### src/rtl/frame_feeder.sv
// frame_feeder: store-and-forward stage feeding a length-programmed accumulator.
// Buffers one byte frame (terminated by in_last), then issues the frame length
// on the len method followed by exactly that many bytes on the din method.
// Frames longer than DEPTH are cut at DEPTH bytes; the tail is dropped and
// trunc_flag is set (sticky until reset).
//
// Optional feature macro: FRAME_FEEDER_STATS_EN adds frames_sent/bytes_sent.
//
// Ports:
//   CLK, RST_N            clock, async active-low reset
//   in_value/in_last/in_en/in_rdy     upstream byte write (method style)
//   len_value/len_en/len_rdy          frame length toward the accumulator
//   din_value/din_en/din_rdy          frame bytes toward the accumulator
//   trunc_flag            sticky truncation indicator
//   frames_sent, bytes_sent (FRAME_FEEDER_STATS_EN only) wrapping counters
module frame_feeder #(
   parameter int unsigned DEPTH = 16,
   parameter int unsigned AW    = 4
) (
   input  logic        CLK,
   input  logic        RST_N,
   input  logic [7:0]  in_value,
   input  logic        in_last,
   input  logic        in_en,
   output logic        in_rdy,
   output logic [7:0]  len_value,
   output logic        len_en,
   input  logic        len_rdy,
   output logic [7:0]  din_value,
   output logic        din_en,
   input  logic        din_rdy,
   output logic        trunc_flag
`ifdef FRAME_FEEDER_STATS_EN
   ,
   output logic [15:0] frames_sent,
   output logic [15:0] bytes_sent
`endif
);

   localparam int unsigned CW = AW + 1;

   typedef enum logic [1:0] {
      COLLECT   = 2'd0,
      DRAIN     = 2'd1,
      SEND_LEN  = 2'd2,
      SEND_DATA = 2'd3
   } state_t;

   state_t          state, state_nxt;
   logic [CW-1:0]   wr_cnt, wr_cnt_nxt;
   logic [CW-1:0]   rd_ptr, rd_ptr_nxt;
   logic [7:0]      frame_len, frame_len_nxt;
   logic            trunc_nxt;
   logic            buf_we;
   logic [7:0]      buf_mem [2**AW];

   // Frame buffer storage; contents are intentionally not reset.
   always_ff @(posedge CLK) begin
      if (buf_we) begin
         buf_mem[AW'(wr_cnt)] <= in_value;
      end
   end

   // State and counter registers.
   always_ff @(posedge CLK or negedge RST_N) begin
      if (!RST_N) begin
         state      <= COLLECT;
         wr_cnt     <= '0;
         rd_ptr     <= '0;
         frame_len  <= '0;
         trunc_flag <= 1'b0;
      end else begin
         state      <= state_nxt;
         wr_cnt     <= wr_cnt_nxt;
         rd_ptr     <= rd_ptr_nxt;
         frame_len  <= frame_len_nxt;
         trunc_flag <= trunc_nxt;
      end
   end

   // Next-state and method strobes; len_en/din_en follow rdy only in their
   // own state, so they can never be high together.
   always_comb begin
      state_nxt     = state;
      wr_cnt_nxt    = wr_cnt;
      rd_ptr_nxt    = rd_ptr;
      frame_len_nxt = frame_len;
      trunc_nxt     = trunc_flag;
      buf_we        = 1'b0;
      in_rdy        = 1'b0;
      len_en        = 1'b0;
      din_en        = 1'b0;
      len_value     = 8'd0;
      din_value     = 8'd0;

      case (state)
         COLLECT: begin
            in_rdy = 1'b1;
            if (in_en) begin
               buf_we     = 1'b1;
               wr_cnt_nxt = wr_cnt + CW'(1);
               if (in_last || (wr_cnt_nxt == CW'(DEPTH))) begin
                  frame_len_nxt = 8'(wr_cnt_nxt);
                  if (in_last) begin
                     state_nxt = SEND_LEN;
                  end else begin
                     // Buffer full before the end of frame: drop the tail.
                     trunc_nxt = 1'b1;
                     state_nxt = DRAIN;
                  end
               end
            end
         end
         DRAIN: begin
            in_rdy = 1'b1;
            if (in_en && in_last) begin
               state_nxt = SEND_LEN;
            end
         end
         SEND_LEN: begin
            len_value = frame_len;
            len_en    = len_rdy;
            if (len_rdy) begin
               rd_ptr_nxt = '0;
               state_nxt  = SEND_DATA;
            end
         end
         SEND_DATA: begin
            din_value = buf_mem[AW'(rd_ptr)];
            din_en    = din_rdy;
            if (din_rdy) begin
               rd_ptr_nxt = rd_ptr + CW'(1);
               if (rd_ptr == CW'(frame_len - 8'd1)) begin
                  wr_cnt_nxt = '0;
                  state_nxt  = COLLECT;
               end
            end
         end
         default: begin
            state_nxt = COLLECT;
         end
      endcase
   end

`ifdef FRAME_FEEDER_STATS_EN
   // Wrapping transfer statistics; the final byte of a frame is the only
   // din transfer that returns the FSM to COLLECT.
   always_ff @(posedge CLK or negedge RST_N) begin
      if (!RST_N) begin
         frames_sent <= 16'd0;
         bytes_sent  <= 16'd0;
      end else begin
         if (din_en) begin
            bytes_sent <= bytes_sent + 16'd1;
            if (state_nxt == COLLECT) begin
               frames_sent <= frames_sent + 16'd1;
            end
         end
      end
   end
`endif

endmodule

### config.mk
export PLATFORM = sky130hd
export DESIGN_NAME = frame_feeder
export DESIGN_NICKNAME = d
export VERILOG_FILES = /design/src/rtl/frame_feeder.sv
export SDC_FILE = /design/constraint.sdc
export NUM_CORES = 1
export LEC_CHECK = 0
export ABC_CLOCK_PERIOD_IN_PS = 5500
export BUFFER_PORTS_ARGS = -buffer_cell sky130_fd_sc_hd__buf_2
export CAP_MARGIN = 10
export CORE_ASPECT_RATIO = 1.1
export CORE_MARGIN = 4
export CORE_UTILIZATION = 55
export DETAILED_ROUTE_END_ITERATION = 10
export PLACE_DENSITY = 0.73
export SETUP_SLACK_MARGIN = 0.2
export SLEW_MARGIN = 20
export SYNTH_ARGS = -nofsm -noshare
export SYNTH_HDL_FRONTEND = slang
export SYNTH_SLANG_ARGS = --single-unit
### constraint.sdc
create_clock -name CLK -period 5.5 [get_ports CLK]
set_clock_uncertainty 0.2 [all_clocks]
set_input_delay 0.55 -clock CLK [delete_from_list [all_inputs] [get_ports CLK]]
set_output_delay 0.55 -clock CLK [all_outputs]
set_load 0.02 [all_outputs]
==> results of run 1 <==
==> path summary, 6_finish.rpt <==
check / startpoint / end / slack, ns / depth (start not counted)
max in group asynchronous: RST_N / rd_ptr[0] / 4.37 / 2
worst min register to register: trunc_flag / trunc_flag / 0.26 / 1
worst max-delay path: rd_ptr[0] / din_value[7] / 1.99 / 5
worst min-delay path: trunc_flag / trunc_flag / 0.26 / 1
min in group asynchronous: RST_N / state[0] / 0.40 / 2
worst max register to register: state[0] / buf_mem[11][5] / 2.78 / 4
==> stage by stage <==
| stage | total power [mW] | std cells | hold WS [ns] | util (%) |
|---|---|---|---|---|
| 5_1_grt | 3.66 | 568 | 0.270 | 64.9 |
| 6_report | 3.50 | 568 | 0.262 | 64.9 |
| 3_3_place_gp | 2.32 | 535 | 0.241 | 59.3 |
| 4_1_cts | 3.51 | 568 | 0.259 | 64.9 |
| 2_1_floorplan | 2.12 | 374 | 0.0544 | - |
| 3_5_place_dp | 2.34 | 535 | 0.251 | 59.3 |
==> per-layer routing <==
| layer | wire length (µm) | part of all wire, % | vias to the layer above | global-route usage (%) |
|---|---|---|---|---|
| met5 | 0 | 0 | - | 0 |
| met4 | 404 | 3.1 | 0 | 9.93 |
| met3 | 726 | 5.5 | 27 | 5.18 |
| met2 | 6610 | 50 | 116 | 34.4 |
| met1 | 5440 | 41 | 1751 | 29.1 |
| li1 | - | - | 1515 | - |
==> registers in the layout (all words and copies together) (netlist names) <==
| signal | cells |
|---|---|
| trunc_flag | 1 |
| frame_len | 5 |
| state | 2 |
| wr_cnt | 5 |
| rd_ptr | 5 |
| buf_mem | 128 |
==> layout by cell type (no fill, tap or decap), types with 4 or more instances in the layout <==
| cell | netlist | layout |
|---|---|---|
| nor2_1 | 23 | 21 |
| xnor2_1 | 7 | 7 |
| o21ai_0 | 14 | 14 |
| mux2_2 | 4 | 4 |
| nor3_1 | 5 | 5 |
| nand2b_1 | 4 | 4 |
| and2_1 | 15 | 15 |
| ha_1 | 11 | 11 |
| buf_4 | 5 | 4 |
| clkinv_4 | 0 | 4 |
| mux2i_1 | 4 | 4 |
| clkbuf_16 | 0 | 17 |
| nand2_1 | 19 | 19 |
| inv_1 | 13 | 13 |
| edfxtp_1 | 128 | 128 |
| a21oi_1 | 6 | 6 |
| nand3_1 | 9 | 9 |
| dfrtp_1 | 18 | 17 |
| mux4_2 | 40 | 40 |
| buf_2 | 1 | 30 |
| inv_6 | 0 | 4 |
==> worst max-delay path, cell delays in order, from the launching register on <==
cell and delay, ns:
dfrtp_2 0.35, buf_4 0.53, mux4_2 0.61, mux4_2 0.47, and2_1 0.18, buf_2 0.16
==> power by group through the flow <==
stage,combinational [mW],clock [mW],sequential (mW)
final,0.931,1.18,1.39
after global routing,1.03,1.24,1.40
after CTS,0.939,1.18,1.39
after detailed placement,0.934,0,1.41
after global placement,0.920,0,1.40
after floorplan,0.750,0,1.37
==> kinds of logic (layout without fill, tap and decap cells) <==
family	after synthesis	in the layout	share of synthesized area (%)
adder cells (fa/ha/maj)	11	11	2.17
other	1	3	0.0592
AND/OR/NAND/NOR	85	85	6.64
AO/OA/AOI/OAI	38	38	3.85
buffers and inverters	34	81	2.69
XOR/XNOR	9	9	1.24
multiplexers	48	48	15.6
flip-flops	146	146	67.8
==> area by class of cell <==
cell class	count	area (µm²)	share of cell area (%)
Sequential cell	146	4300	59.5
Multi-Input combinational cell	194	1880	26.1
Clock buffer	18	429	5.95
Timing Repair Buffer	35	190	2.64
Tap cell	147	184	2.55
Clock inverter	14	179	2.48
Inverter	14	52.6	0.729
==> impl_metrics.ini, run 1 <==
[place]
place.gp.congestion = 0.777
post-place-ws_ns = 2.40
dp_hpwl_um = 8020
placed_cell_area_um2 = 6590
io_buffers = 30

[die]
die_width_um = 110
initial_core_util_pct = 57.0
die_h_um = 121
fp-row-count = 40
dieArea_um2 = 13300
io-pin-count = 34
core_area_um2 = 11100

[yosys]
avgSynthCellArea_um2 = 17.0
synth_cell_type_count = 42
async_flop_share_pct = 12.3
synth_top_cell_area_share_pct = 60.7
synthTopCellsByCount = edfxtp_1 (128), mux4_2 (40), nor2_1 (23)
ys_warn_count = 0
synth_area_um2 = 6330
synth-seq-cells = 146
netlist_instances = 372
synth-main-ff-cell = edfxtp_1
yosys.area.top_type = edfxtp_1
yosysMostFrequentCell = edfxtp_1
synth.area.top_cells = edfxtp_1 (61%), mux4_2 (14%), dfrtp_1 (7.1%)
synth_edf_count = 128
seq_area_frac_synth_pct = 67.8

[final_layout]
area_growth_syn_to_layout_pct = 13.9
antenna_cells = 0
fillerInstances = 777
stdcell_area_um2 = 7210
drive_gt1_share_pct = 27.3
final_nets = 433

[setup_path]
start_kind = register
crit_required_ns = 4.75
critical_path_class = register to primary output
endpoint_kind = primary output
crit_fanout = 37
crit_arrival_ns = 2.76

[global_route]
grt_pass1_wl_um = 20400
grt_max_degree = 38
grtUsageTotal_pct = 21.9
grt_pass1_vias = 3527
gr-total-overflow = 0
antenna_found_initial = 0

[timing]
drv_slew = 0
final.period_utilization_pct = 63.8
fmax_mhz = 285
hold_viol_final = 0
worstMarginPinSlew_ns = 1.13
layout_setup_ws_ns = 1.99
setup_viol = 0
period_minus_slack_ns = 3.51
final.setup.tns_ns = 0
max-slew-margin-rel_pct = 24.6
grt_setup_unrepaired = no

[drt]
vias = 3409
wirelength_um = 13200
ant_nets = 0
wire_per_inst_um = 23.2
first_pass_iters = 5
avgViaCountPerCell = 6.00
drt_iter0_markers = 383
drc = 0

[clock_tree]
cts_tree = done
clkSinkCount = 146
cts_hold_buf = 1
ctsResizeCount = 0
clockBufferDepth = 2
clock_latency_ns = 0.42
clock-root-buffer = clkbuf_16
clkTransAtPathRegs_ns = 0.06
htreeDepth = 4
cts_setup_buffers = 0
numCtsBuffers = 17

[power]
internal_power_mw = 2.43
clock_power_share_pct = 33.7
power_frac_comb_pct = 26.6
switching_share_pct = 30.6
p_sw_mw = 1.07
power.density_nw_per_um2 = 485
leakagePower_nw = 2.47
seqPwrFrac_pct = 39.7
vdd_drop_max_mv = 0.243

[job]
drv_cap = 0

[min_path]
hp-class = register to register

[status]
status = finished clean
No activity file was read; power rests on OpenSTA's default activity.
==> run 2, diff against run 1 <==
--- a/config.mk
+++ b/config.mk
@@ -5,7 +5,7 @@
 export SDC_FILE = /design/constraint.sdc
 export NUM_CORES = 1
 export LEC_CHECK = 0
-export ABC_CLOCK_PERIOD_IN_PS = 5500
+export ABC_CLOCK_PERIOD_IN_PS = 3610
 export BUFFER_PORTS_ARGS = -buffer_cell sky130_fd_sc_hd__buf_2
 export CAP_MARGIN = 10
 export CORE_ASPECT_RATIO = 1.1
==> constraint.sdc (replaced) <==
create_clock -name CLK -period 3.61 [get_ports CLK]
set_clock_uncertainty 0.2 [all_clocks]
set_input_delay 0.361 -clock CLK [delete_from_list [all_inputs] [get_ports CLK]]
set_output_delay 0.361 -clock CLK [all_outputs]
set_load 0.02 [all_outputs]
==> run 2 against run 1 <==
  * Sequential share of layout area down 0.70 points
  * Die area stayed put
  * Combinational power up 58%
  * Routed wire length up 0.57%
  * Final cell count increased by 2.8%
  * Global-route usage is essentially flat
  * Critical endpoint is now din_value[3]
==> impl_metrics.ini, run 2 (synthesis results as in run 1) <==
[status]
status = finished clean

[drt]
drc = 0
wirelength_um = 13300
vias = 3449
wire_per_inst_um = 22.7
drt_iter0_markers = 422
first_pass_iters = 6
ant_nets = 0
avgViaCountPerCell = 5.91

[clock_tree]
numCtsBuffers = 17
ctsResizeCount = 0
clock_latency_ns = 0.41
cts_tree = done
cts_hold_buf = 1
clkTransAtPathRegs_ns = 0.06
cts_setup_buffers = 0
clockBufferDepth = 2
clock-root-buffer = clkbuf_16
clkSinkCount = 146
htreeDepth = 4

[setup_path]
start_kind = register
critical_path_class = register to primary output
crit_arrival_ns = 2.47
r2r.worst_path.cells = 6
endpoint_kind = primary output
r2r_slack_ns = 1.08
crit_required_ns = 3.05
r2r_end = state[0]
reg2reg_from = state[0]
crit_fanout = 37

[die]
die_width_um = 110
core_area_um2 = 11100
fp-row-count = 40
dieArea_um2 = 13300
io-pin-count = 34
initial_core_util_pct = 57.0
die_h_um = 121

[power]
power_frac_comb_pct = 28.2
power_mw = 5.23
internal_power_mw = 3.64
power.density_nw_per_um2 = 716
vdd_drop_max_mv = 0.420
clock_power_share_pct = 31.8
seqPwrFrac_pct = 40.0
switching_share_pct = 30.3
leakagePower_nw = 2.54
p_sw_mw = 1.58

[final_layout]
final_nets = 449
top_register = buf_mem
stdcell_count = 584
antenna_cells = 0
final_common_cell = edfxtp_1
largest_reg_flops = 128
drive_gt1_share_pct = 29.1
final_util_pct = 65.7
area_growth_syn_to_layout_pct = 15.2
fillerInstances = 804
stdcell_area_um2 = 7300
mostFrequentLayoutCells = edfxtp_1 (128), mux4_2 (40), buf_2 (30)

[min_path]
hold_depth = 3
hp-class = input port to register
min_from = len_rdy
holdPathEnd = rd_ptr[1]

[timing]
max-slew-margin-rel_pct = 40.6
setup_viol = 0
worstMarginPinSlew_ns = 0.891
layout_setup_ws_ns = 0.577
period_minus_slack_ns = 3.03
final.period_utilization_pct = 84.0
grt_setup_unrepaired = no
hold_viol_final = 0
final.setup.tns_ns = 0
fmax_mhz = 330
drv_slew = 0
whs_ns = 0.0885

[global_route]
grt_pass1_wl_um = 20700
antenna_found_initial = 0
gr-total-overflow = 0
grtUsageTotal_pct = 21.9
grt_max_degree = 38
grt_pass1_vias = 3605

[place]
io_buffers = 30
place.gp.congestion = 0.784
placed_cell_area_um2 = 6720
dp.cells = 551
dp_hpwl_um = 8420
post-place-ws_ns = 1.00

[job]
drv_cap = 0
==> run 2: changes by cell type in the layout (fill, tap and decap cells not counted), moves of 2 or more <==
cell and delta:
buf_4 +15, nor2_1 +2, inv_6 -2, clkinvlp_4 +2, clkinv_2 +2, clkinv_4 -3
nor2_2 -2
==> run 2: worst max path at each step <==
stage              start      endpoint  slack, ns  depth (start not counted)
2_1_floorplan  rd_ptr[0]  din_value[0]       1.17                          5
3_3_place_gp   rd_ptr[0]  din_value[3]       1.01                          5
3_5_place_dp   rd_ptr[0]  din_value[3]       1.00                          5
4_1_cts        rd_ptr[0]  din_value[3]       0.54                          5
5_1_grt        rd_ptr[0]  din_value[3]       0.48                          5
6_report       rd_ptr[0]  din_value[3]       0.58                          5
==> run 2: power by group through the flow <==
stage / clock network (mW) / registers [mW] / logic [mW]
global route: 1.78 / 2.11 / 1.62
finish: 1.66 / 2.09 / 1.47
CTS: 1.69 / 2.09 / 1.49
global placement: 0 / 2.11 / 1.45
detailed placement: 0 / 2.12 / 1.48
floorplan: 0 / 2.08 / 1.14
==> run 2: layout make-up <==
cell class	instances	area, µm²	share of cell area [%]
sequential	146	4300	58.8
clock inverter	13	134	1.83
inverter	14	52.6	0.720
tap	147	184	2.52
timing repair buffer	51	323	4.42
multi-input combinational	194	1880	25.7
clock buffer	19	433	5.93
==> run 2: critical path, cell delays in order (launching register included) <==
cell and delay, ns:
dfrtp_2 0.37, buf_12 0.28, mux4_2 0.56, mux4_2 0.47, and2_1 0.20, buf_2 0.17
==> run 2: metal layers <==
layer / GRT usage [%] / wire [µm] / vias up
met5: 0 / 0 / -
met4: 8.62 / 256 / 0
met3: 3.74 / 616 / 20
met2: 34.9 / 6860 / 123
met1: 30.3 / 5530 / 1758
li1: - / - / 1548
==> run 3, diff against run 2 <==
--- a/config.mk
+++ b/config.mk
@@ -5,7 +5,7 @@
 export SDC_FILE = /design/constraint.sdc
 export NUM_CORES = 1
 export LEC_CHECK = 0
-export ABC_CLOCK_PERIOD_IN_PS = 3610
+export ABC_CLOCK_PERIOD_IN_PS = 3000
 export BUFFER_PORTS_ARGS = -buffer_cell sky130_fd_sc_hd__buf_2
 export CAP_MARGIN = 10
 export CORE_ASPECT_RATIO = 1.1
==> constraint.sdc (replaced) <==
create_clock -name CLK -period 3 [get_ports CLK]
set_clock_uncertainty 0.2 [all_clocks]
set_input_delay 0.3 -clock CLK [delete_from_list [all_inputs] [get_ports CLK]]
set_output_delay 0.3 -clock CLK [all_outputs]
set_load 0.02 [all_outputs]
==> run 3 against run 2 <==
  * Sequential share of layout area is 2.6 points lower
  * Core utilization up 3.0 points
  * Routed wire length rose by 8.4%
  * Combinational power rose by 41%
  * Critical endpoint is now din_value[1]
  * Highest routed layer unchanged
==> impl_metrics.ini, run 3 (synthesis results as in run 1) <==
[min_path]
hp-class = input port to register
min_from = len_rdy
holdPathEnd = rd_ptr[1]
hold_depth = 3

[clock_tree]
clockBufferDepth = 2
numCtsBuffers = 17
clkTransAtPathRegs_ns = 0.06
clock-root-buffer = clkbuf_16
htreeDepth = 4
clkSinkCount = 146
cts_tree = done
clock_latency_ns = 0.42

[die]
initial_core_util_pct = 57.0
fp-row-count = 40
core_area_um2 = 11100
io-pin-count = 34
die_h_um = 121
dieArea_um2 = 13300
die_width_um = 110

[power]
seqPwrFrac_pct = 36.9
switching_share_pct = 29.9
internal_power_mw = 4.82
clock_power_share_pct = 32.8
power.density_nw_per_um2 = 899
power_mw = 6.87
vdd_drop_max_mv = 0.603
leakagePower_nw = 2.70
power_frac_comb_pct = 30.3
p_sw_mw = 2.05

[final_layout]
mostFrequentLayoutCells = edfxtp_1 (128), mux4_2 (40), buf_4 (27)
top_register = buf_mem
stdcell_area_um2 = 7630
largest_reg_flops = 128
drive_gt1_share_pct = 33.7
antenna_cells = 0
final_common_cell = edfxtp_1
stdcell_count = 598
final_nets = 463
final_util_pct = 68.7
area_growth_syn_to_layout_pct = 20.5

[drt]
wirelength_um = 14400
ant_nets = 0
first_pass_iters = 5
drc = 0
wire_per_inst_um = 24.0
drt_iter0_markers = 419
avgViaCountPerCell = 6.10
vias = 3645

[global_route]
grtUsageTotal_pct = 22.7
antenna_found_initial = 0
grt_max_degree = 38
grt_pass1_vias = 3677
grt_pass1_wl_um = 21300
gr-total-overflow = 0

[job]
drv_cap = 0

[timing]
drv_slew = 0
final.period_utilization_pct = 96.8
worstMarginPinSlew_ns = 0.546
final.setup.tns_ns = 0
setup_viol = 0
hold_viol_final = 0
max-slew-margin-rel_pct = 63.2
fmax_mhz = 344
period_minus_slack_ns = 2.91
grt_setup_unrepaired = yes

[place]
dp_hpwl_um = 8910
place.gp.congestion = 0.798
placed_cell_area_um2 = 6800
io_buffers = 30
dp.cells = 560

[setup_path]
crit_arrival_ns = 2.41
r2r_end = wr_cnt[3]
start_kind = register
reg2reg_from = rd_ptr[0]
endpoint_kind = primary output
critical_path_class = register to primary output
r2r_slack_ns = 0.49
crit_required_ns = 2.50
crit_fanout = 6
r2r.worst_path.cells = 7

[status]
status = finished clean
run 3: power by group through the flow:
stage,clock network [mW],logic [mW],registers [mW]
final,2.25,2.08,2.53
after global routing,2.38,2.24,2.55
after CTS,2.26,1.85,2.53
after detailed placement,0,1.82,2.57
after global placement,0,1.77,2.56
after floorplan,0,1.37,2.51
run 3: critical path, cell delays in order (launching register included):
cell	delay [ns]
dfrtp_2	0.37
buf_12	0.14
clkbuf_16	0.16
mux4_2	0.51
mux4_2	0.49
and2_4	0.18
buf_6	0.12
run 3: final cells by class:
type | count | area (µm²)
Sequential cell | 146 | 4300
Tap cell | 147 | 184
Clock inverter | 12 | 180
Timing Repair Buffer | 65 | 568
Multi-Input combinational cell | 194 | 1900
Clock buffer | 20 | 457
Fill cell | 724 | 3480
Inverter | 14 | 52.6
run 3: through the flow:
step                      worst slack (ns)  hold WS [ns]
final                               0.0948        0.0200
after global routing                0.0508        0.0248
after floorplan                      0.621        -0.196
after global placement               0.467        0.0610
after detailed placement             0.455        0.0591
after CTS                           0.0764       0.00738
run 3: timing repair:
action                                  in CTS  in global routing
setup buffers                                0                  1
hold endpoints to repair                    18                  0
pin swaps                                    0                  2
gates cloned                                 0                  4
resized for setup                            2                 24
endpoints found under the setup margin       8                  8
hold buffers                                 1                  0
run 3: how the worst max path moves through the flow:
stage / from / endpoint / cells past startpoint
after global placement: rd_ptr[0] / din_value[3] / 5
after CTS: rd_ptr[0] / din_value[5] / 5
after detailed placement: rd_ptr[0] / din_value[3] / 5
after global routing: rd_ptr[0] / din_value[1] / 6
final: rd_ptr[0] / din_value[1] / 6
after floorplan: rd_ptr[0] / din_value[0] / 5
run 3: layer usage:
| metal | vias to the layer above | global-route usage (%) | wire length [µm] |
|---|---|---|---|
| li1 | 1573 | - | - |
| met1 | 1856 | 30.2 | 5610 |
| met2 | 183 | 36.1 | 7330 |
| met3 | 33 | 5.45 | 1030 |
| met4 | 0 | 9.01 | 400 |
| met5 | - | 0 | 0 |
